--- src/rtl/beat_responder.sv ---
// rtl/beat_responder.sv - responder half of the beat protocol
// Runs one beat per accepted strobe, fetches/decodes IR and returns a done pulse per beat.
module beat_responder #(
  parameter int DW     = 16,
  parameter int EX_LAT = 2,
  parameter int MEM_TO = 15
) (
  input  logic          clk,
  input  logic          rst,
  input  logic          Mif,
  input  logic          Mex,
  input  logic          T1,
  input  logic          T2,
  input  logic          T3,
  input  logic          T4,
  input  logic          mem_ack,
  input  logic [DW-1:0] mem_rdata,
  output logic          mem_req,
  output logic          mem_op,
  output logic          done,
  output logic [1:0]    cnt_set,
  output logic          stop,
  output logic [DW-1:0] ir,
  output logic          beat_err
);

  localparam logic [1:0] IDLE  = 2'd0;
  localparam logic [1:0] MEMW  = 2'd1;
  localparam logic [1:0] COUNT = 2'd2;
  localparam logic [1:0] DONE  = 2'd3;

  logic [1:0] state;
  logic [7:0] cnt;
  logic       beat_mif;
  logic       beat_mex;
  logic [1:0] beat_t;

  logic [2:0] t_sum;
  logic       any_t;
  logic       strobe_ok;
  logic       strobe_bad;
  logic [1:0] t_idx;
  logic [3:0] ir_op;
  logic       ir_mem;
  logic       beat_is_if2;

  function automatic logic op_is_mem(input logic [3:0] op);
    return (op >= 4'h8) && (op <= 4'hE);
  endfunction

  assign t_sum       = {2'b00, T1} + {2'b00, T2} + {2'b00, T3} + {2'b00, T4};
  assign any_t       = (t_sum != 3'd0);
  assign strobe_ok   = (state == IDLE) && (t_sum == 3'd1) && (Mif != Mex);
  assign strobe_bad  = any_t && !strobe_ok;
  assign t_idx       = T2 ? 2'd1 : (T3 ? 2'd2 : (T4 ? 2'd3 : 2'd0));
  assign ir_op       = ir[DW-1:DW-4];
  assign ir_mem      = op_is_mem(ir_op);
  assign beat_is_if2 = beat_mif && !beat_mex && (beat_t == 2'd1);

  // Request and done come straight from state flops so reset kills them at once.
  assign mem_req = (state == MEMW);
  assign done    = (state == DONE);

  always_ff @(posedge clk or posedge rst) begin
    if (rst) begin
      state    <= IDLE;
      cnt      <= 8'd0;
      beat_mif <= 1'b0;
      beat_mex <= 1'b0;
      beat_t   <= 2'd0;
      mem_op   <= 1'b0;
      cnt_set  <= 2'd0;
      stop     <= 1'b0;
      ir       <= '0;
      beat_err <= 1'b0;
    end else begin
      if (strobe_bad) begin
        beat_err <= 1'b1;
      end
      case (state)
        IDLE: begin
          if (strobe_ok) begin
            beat_mif <= Mif;
            beat_mex <= Mex;
            beat_t   <= t_idx;
            if (Mif && T1) begin
              state  <= MEMW;
              mem_op <= 1'b0;
              cnt    <= 8'd1;
              stop   <= 1'b0;
            end else if (Mex && T2 && ir_mem) begin
              state  <= MEMW;
              mem_op <= 1'b1;
              cnt    <= 8'd1;
            end else if (Mex) begin
              state <= COUNT;
              cnt   <= 8'(EX_LAT);
            end else begin
              state <= COUNT;
              cnt   <= 8'd1;
            end
          end
        end
        MEMW: begin
          // cnt holds the index of the current request cycle.
          if (mem_ack) begin
            state <= DONE;
            if (!mem_op) begin
              ir <= mem_rdata;
            end
          end else if (cnt == 8'(MEM_TO)) begin
            state    <= DONE;
            beat_err <= 1'b1;
          end else begin
            cnt <= cnt + 8'd1;
          end
        end
        COUNT: begin
          if (cnt <= 8'd1) begin
            state <= DONE;
            // Decode lands together with the IF2 done pulse.
            if (beat_is_if2) begin
              cnt_set <= ir_mem ? 2'd3 : 2'd0;
              stop    <= (ir_op == 4'hF);
            end
          end else begin
            cnt <= cnt - 8'd1;
          end
        end
        default: begin
          state <= IDLE;
          cnt   <= 8'd0;
        end
      endcase
    end
  end

endmodule

--- config.mk ---
export PLATFORM = sky130hd
export DESIGN_NAME = beat_responder
export DESIGN_NICKNAME = d
export VERILOG_FILES = /design/src/rtl/beat_responder.sv
export SDC_FILE = /design/constraint.sdc
export NUM_CORES = 1
export LEC_CHECK = 0
export CAP_MARGIN = 20
export CORE_MARGIN = 4
export CORE_UTILIZATION = 50
export DETAILED_ROUTE_END_ITERATION = 12
export PLACE_DENSITY = 0.8
export SLEW_MARGIN = 20
export SYNTH_ARGS = -nofsm -noshare
export SYNTH_HDL_FRONTEND = slang
export SYNTH_SLANG_ARGS = --single-unit
--- constraint.sdc ---
create_clock -name clk -period 2.5 [get_ports clk]
set_input_delay 0.5 -clock clk [delete_from_list [all_inputs] [get_ports clk]]
set_output_delay 0.5 -clock clk [all_outputs]
set_load 0.01 [all_outputs]
* Word level (Yosys, flattened, before mapping)
Index checks and enable logic that the tools add are counted.
Word-level totals: logic and storage cells 87, bits in registers 35, input bits 25, output and inout bits 23
Cells by class: reductions and logical operators 22, multiplexer cells 30, add/subtract/negate cells 5, eq/ne operators 16, magnitude comparators 3, bitwise logic cells 1
Operators with widths (number):
- $mux 8 | 4
- $mux 2 | 13
- $pmux 8 s3 | 1
- $ne 2x2->1 const B | 6
- $reduce_and 3->1 | 4
- $mux 1 | 10
- $logic_and 1x1->1 | 9
- $add 8x1->8 const B | 1
- $eq 8x4->1 const B | 1
- $le 8x1->1 const B | 1
- $sub 8x1->8 const B | 1
- $pmux 2 s3 | 1
- $reduce_and 5->1 | 1
- $eq 2x1->1 const B | 2
- $eq 2x2->1 const B | 2
- $eq 4x4->1 const B | 1
- $ge 4x4->1 const B | 1
- $le 4x4->1 const B | 1
- $reduce_and 4->1 | 1
- $reduce_bool 2->1 | 2
- $add 2x1->3 | 1
- $add 3x1->3 | 1
- $eq 3x1->1 const B | 1
- $ne 3x2->1 const B | 1
- other kinds (9) | 10

* Logic depth before layout (Yosys ltp)
word-level depth 12, mapped depth 9, depth with buffers taken out 8

* Least setup slack after synthesis
Ideal clock, no wire load.
path type input -> register, from in T1, to reg cnt[5], stages on the path 8, path buffers 1, setup time 126 ps, path slack -166 ps, data required time 2374 ps, data arrival time 2540 ps, cells stage by stage fa_1 ha_1 ha_1 nor3b_1 o21a_1 o211ai_2 buf_6 o32a_1
Between the ends: word-level cells in the longest chain between the ends 8
Ends and longest elaborated chain:
- from (decl) | line 12 | input logic T1,
- $add 1x1->2 | line 51 | assign t_sum = {2'b00, T1} + {2'b00, T2} + {2'b00, T3} + {2'b00, T4};
- $add 2x1->3 | line 51
- $add 3x1->3 | line 51
- $eq 3x1->1 | line 53 | assign strobe_ok = (state == IDLE) && (t_sum == 3'd1) && (Mif != Mex);
- $logic_and 1x1->1 (2 in series) | line 53
- $ne 2x2->1 (no line)
- $reduce_and 4->1 (no line)
- to (signal assigned) | line 97 | cnt <= 8'(EX_LAT);
- to (signal assigned) | line 115 | cnt <= cnt + 8'd1;
- to (signal assigned) | line 127 | cnt <= cnt - 8'd1;
- to (decl) | line 33 | logic [7:0] cnt;
Every way passes these cells. A chain may end at the register's enable or synchronous reset.

* Final worst setup path
from in T1, to reg cnt[4]
The elaborated chain is that of the path after synthesis.

==> run_results.csv <==
group,metric,value,unit
run_status,status,"finished, final reports clean",
finish,fillers,307,
power,p_leak,1.20,nW
logic_synthesis,synth-seq-cells,34,
clocking,cts_made_buffers,5,
route,routed_wl,4890,um
logic_synthesis,synthArstFlopShare,1.00,
sta,tightest_slew,471,ps
power,vdd_drop_max,653,uV
worst_setup_path,crit_type,"primary input to flop",
route,drc_errors,0,
grt,grt.overflow.total,0,
clocking,cts_sinks,34,
power,clkPwrFrac,0.193,
grt,grt_pass1_wl,8290,um
worst_setup_path,path_max_fanout,3,
place,io_buffers,47,
worst_setup_path,r2r_slack,400,ps
sta,slew_headroom,0.684,
sta,finalCritPeriodShare,0.959,
finish,fin_cells,305,
grt,first_global_vias,1793,
clocking,cts_tree,"done",
floorplanning,fp.dieArea,0.00515,mm^2
place,place_area,0.00260,mm^2
clocking,clockRootBuffer,"clkbuf_8",
worst_setup_path,cp-end-kind,"flop",
clocking,cts_hold_buf,0,
logic_synthesis,syn-num-nets,239,
route,dr_total_vias,1756,
grt,grtUsageTotal,0.202,
finish,multiInputGateArea,0.00111,mm^2
route,viasPerCell,5.76,
logic_synthesis,synthDistinctLibCells,51,
route,firstDrtPassIters,4,
place,hpwl,3530,um
finish,nets,292,
flow_run,max_cap_violations,0,
grt,grt_antenna_before_repair,0,
power,power_frac_comb,0.500,
floorplanning,core,0.00380,mm^2
sta,min_period,2400,ps
worst_setup_path,cp.required,2670,ps
floorplanning,dieWidth,71.8,um
power,power_density,1160,mW/mm^2
clocking,postCtsSetupBuffers,0,
logic_synthesis,synth_enable_flop_cells,0,
clocking,ctsHtreeMaxLevel,2,
power,p_int,1.98,mW
sta,setup_viol,0,
logic_synthesis,syn_avg_cell_area,10.0,um^2
finish,n_antenna_cell,0,
logic_synthesis,syn-instance-count,203,
finish,drive_above_1_share,0.198,
place,routabilityCongestion,0.756,
finish,register_area,851,um^2
logic_synthesis,synth_top_area_frac,0.418,
route,wire_per_inst,16.0,um
worst_setup_path,arrival,2570,ps
route,ant_nets,0,
sta,hold_viol,0,
grt,grt_max_degree,35,
floorplanning,start_util,0.536,
hold_path,hold_class,"flop to flop",
floorplanning,fp-row-count,22,
logic_synthesis,synth_commonest_cells,"dfrtp_1 (34), nand2_1 (21), mux2_2 (16)",
power,switching_share,0.375,
clocking,clk_transition_reported_paths,70,ps
logic_synthesis,yosysSeqAreaShare,0.418,
logic_synthesis,synth_top_cell_by_area,"dfrtp_1",
sta,rsz0062_at_grt,"no",
sta,fin_worst_skew,4.64,ps
finish,fin_area,0.00274,mm^2
place,place_inst,297,
clocking,clock_latency,290,ps
sta,clock.fmax,417,MHz
floorplanning,die_y,71.8,um
logic_synthesis,yosysMostFrequentCell,"dfrtp_1",
floorplanning,io_pins,48,
power,p_seq_frac,0.307,
logic_synthesis,synthFlopType,"dfrtp_1",
logic_synthesis,netlist_area,0.00203,mm^2
route,drt_iter0_drc,134,
power,total_power,3.17,mW
clocking,cts_buffer_depth,2,
logic_synthesis,yosysWarningCount,0,
worst_setup_path,worst_setup_path_start_kind,"primary input",
logic_synthesis,synth_top_cells_by_area,"dfrtp_1 (42%), mux2_2 (8.9%), ha_1 (6.2%)",
finish,area_growth,34.6,%
power,netSwitchingPower,1.19,mW
sta,slew_violations,0,
-- cells by family (layout without fill, tap and decap cells) --
group / count (synthesis) / in the layout / share of synthesized area
flip-flops: 34 / 34 / 0.418
XOR/XNOR: 4 / 4 / 0.0172
buffers and inverters: 21 / 75 / 0.0541
AND/OR/NAND/NOR: 64 / 64 / 0.162
multiplexers: 17 / 17 / 0.0935
AO/OA/AOI/OAI: 52 / 52 / 0.183
adder cells (fa/ha/maj): 11 / 11 / 0.0713
-- placed cells by master, fill, tap and decap left out, drive strengths merged, types with 2 or more instances in the layout --
| master | synthesis | final |
|---|---|---|
| clkdlybuf4s50 | 0 | 44 |
| dfrtp | 34 | 34 |
| nand2 | 21 | 21 |
| mux2 | 16 | 16 |
| o21ai | 15 | 15 |
| buf | 7 | 11 |
| nor2 | 11 | 11 |
| ha | 10 | 10 |
| inv | 9 | 9 |
| nand3 | 9 | 9 |
| clkbuf | 5 | 7 |
| a21oi | 5 | 5 |
| o31ai | 5 | 5 |
| nor3 | 4 | 4 |
| a22o | 4 | 4 |
| and3 | 3 | 3 |
| or2 | 3 | 3 |
| xor2 | 3 | 3 |
| nand2b | 3 | 3 |
| a22oi | 3 | 3 |
| a32oi | 2 | 2 |
| o21a | 2 | 2 |
| a21o | 2 | 2 |
| o22ai | 2 | 2 |
| bufinv | 0 | 2 |
| nor4 | 2 | 2 |
| a2111oi | 2 | 2 |
-- power groups by stage --
| stage | Clock, mW | Combinational (mW) | Sequential (mW) |
|---|---|---|---|
| 4_1_cts | 0.626 | 1.58 | 0.975 |
| 2_1_floorplan | 0 | 0.972 | 0.975 |
| 3_3_place_gp | 0 | 1.51 | 0.962 |
| 3_5_place_dp | 0 | 1.55 | 0.977 |
| 6_report | 0.614 | 1.59 | 0.974 |
| 5_1_grt | 0.652 | 1.74 | 1.02 |
-- worst max-delay path, stage by stage --
cell and delay, ps:
clkdlybuf4s15_1 200, fa_1 500, ha_2 190, ha_4 210, nor3b_4 230, o21a_1 210
buf_4 130, and2_4 130, o21ai_1 50, a22o_1 220
-- flip-flops by register name (all words and copies together), names as in the netlist --
register,cells
beat_t,2
state,2
beat_err,1
cnt,8
stop,1
beat_mex,1
cnt_set,1
mem_op,1
ir,16
beat_mif,1
-- layout make-up --
class	instances	area share
repair buffers	58	0.198
inverters	9	0.0123
multi-input cells	148	0.407
flip-flops and latches	34	0.311
clock buffers	5	0.0251
clock inverters	3	0.0251
well taps	48	0.0219
-- worst paths after layout --
| path | from | to | cells after the start |
|---|---|---|---|
| min in group asynchronous | rst | ir[9] | 3 |
| worst min register to register | beat_err | beat_err | 2 |
| max in group asynchronous | rst | ir[13] | 3 |
| worst min-delay path | beat_err | beat_err | 2 |
| worst max-delay path | T1 | cnt[4] | 10 |
| worst max register to register | cnt[1] | cnt[5] | 6 |
-- per-layer routing --
layer | global-route usage | share of wire | up-vias
li1 | - | - | 838
met1 | 0.261 | 0.42 | 844
met2 | 0.334 | 0.51 | 66
met3 | 0.0379 | 0.057 | 8
met4 | 0.0772 | 0.014 | 0
met5 | 0 | 0 | -
-- stage by stage --
stage | TNS [ps] | utilization | setup WS [ps] | hold WS, ps
3_5_place_dp | -6970 | 0.684 | -569 | 480
4_1_cts | 0 | 0.722 | 26.3 | 506
3_3_place_gp | -6120 | 0.684 | -512 | 479
2_1_floorplan | 0 | - | 23.8 | 442
6_report | 0 | 0.721 | 102 | 503
5_1_grt | 0 | 0.721 | 13.6 | 524
-- timing repair --
| item | CTS | global route |
|---|---|---|
| endpoints found under the setup margin | 13 | 5 |
| pin swaps | 3 | 3 |
| gates resized for setup | 5 | 7 |
| endpoints found under the hold margin | 0 | 0 |
(Power assumes the default switching activity.)
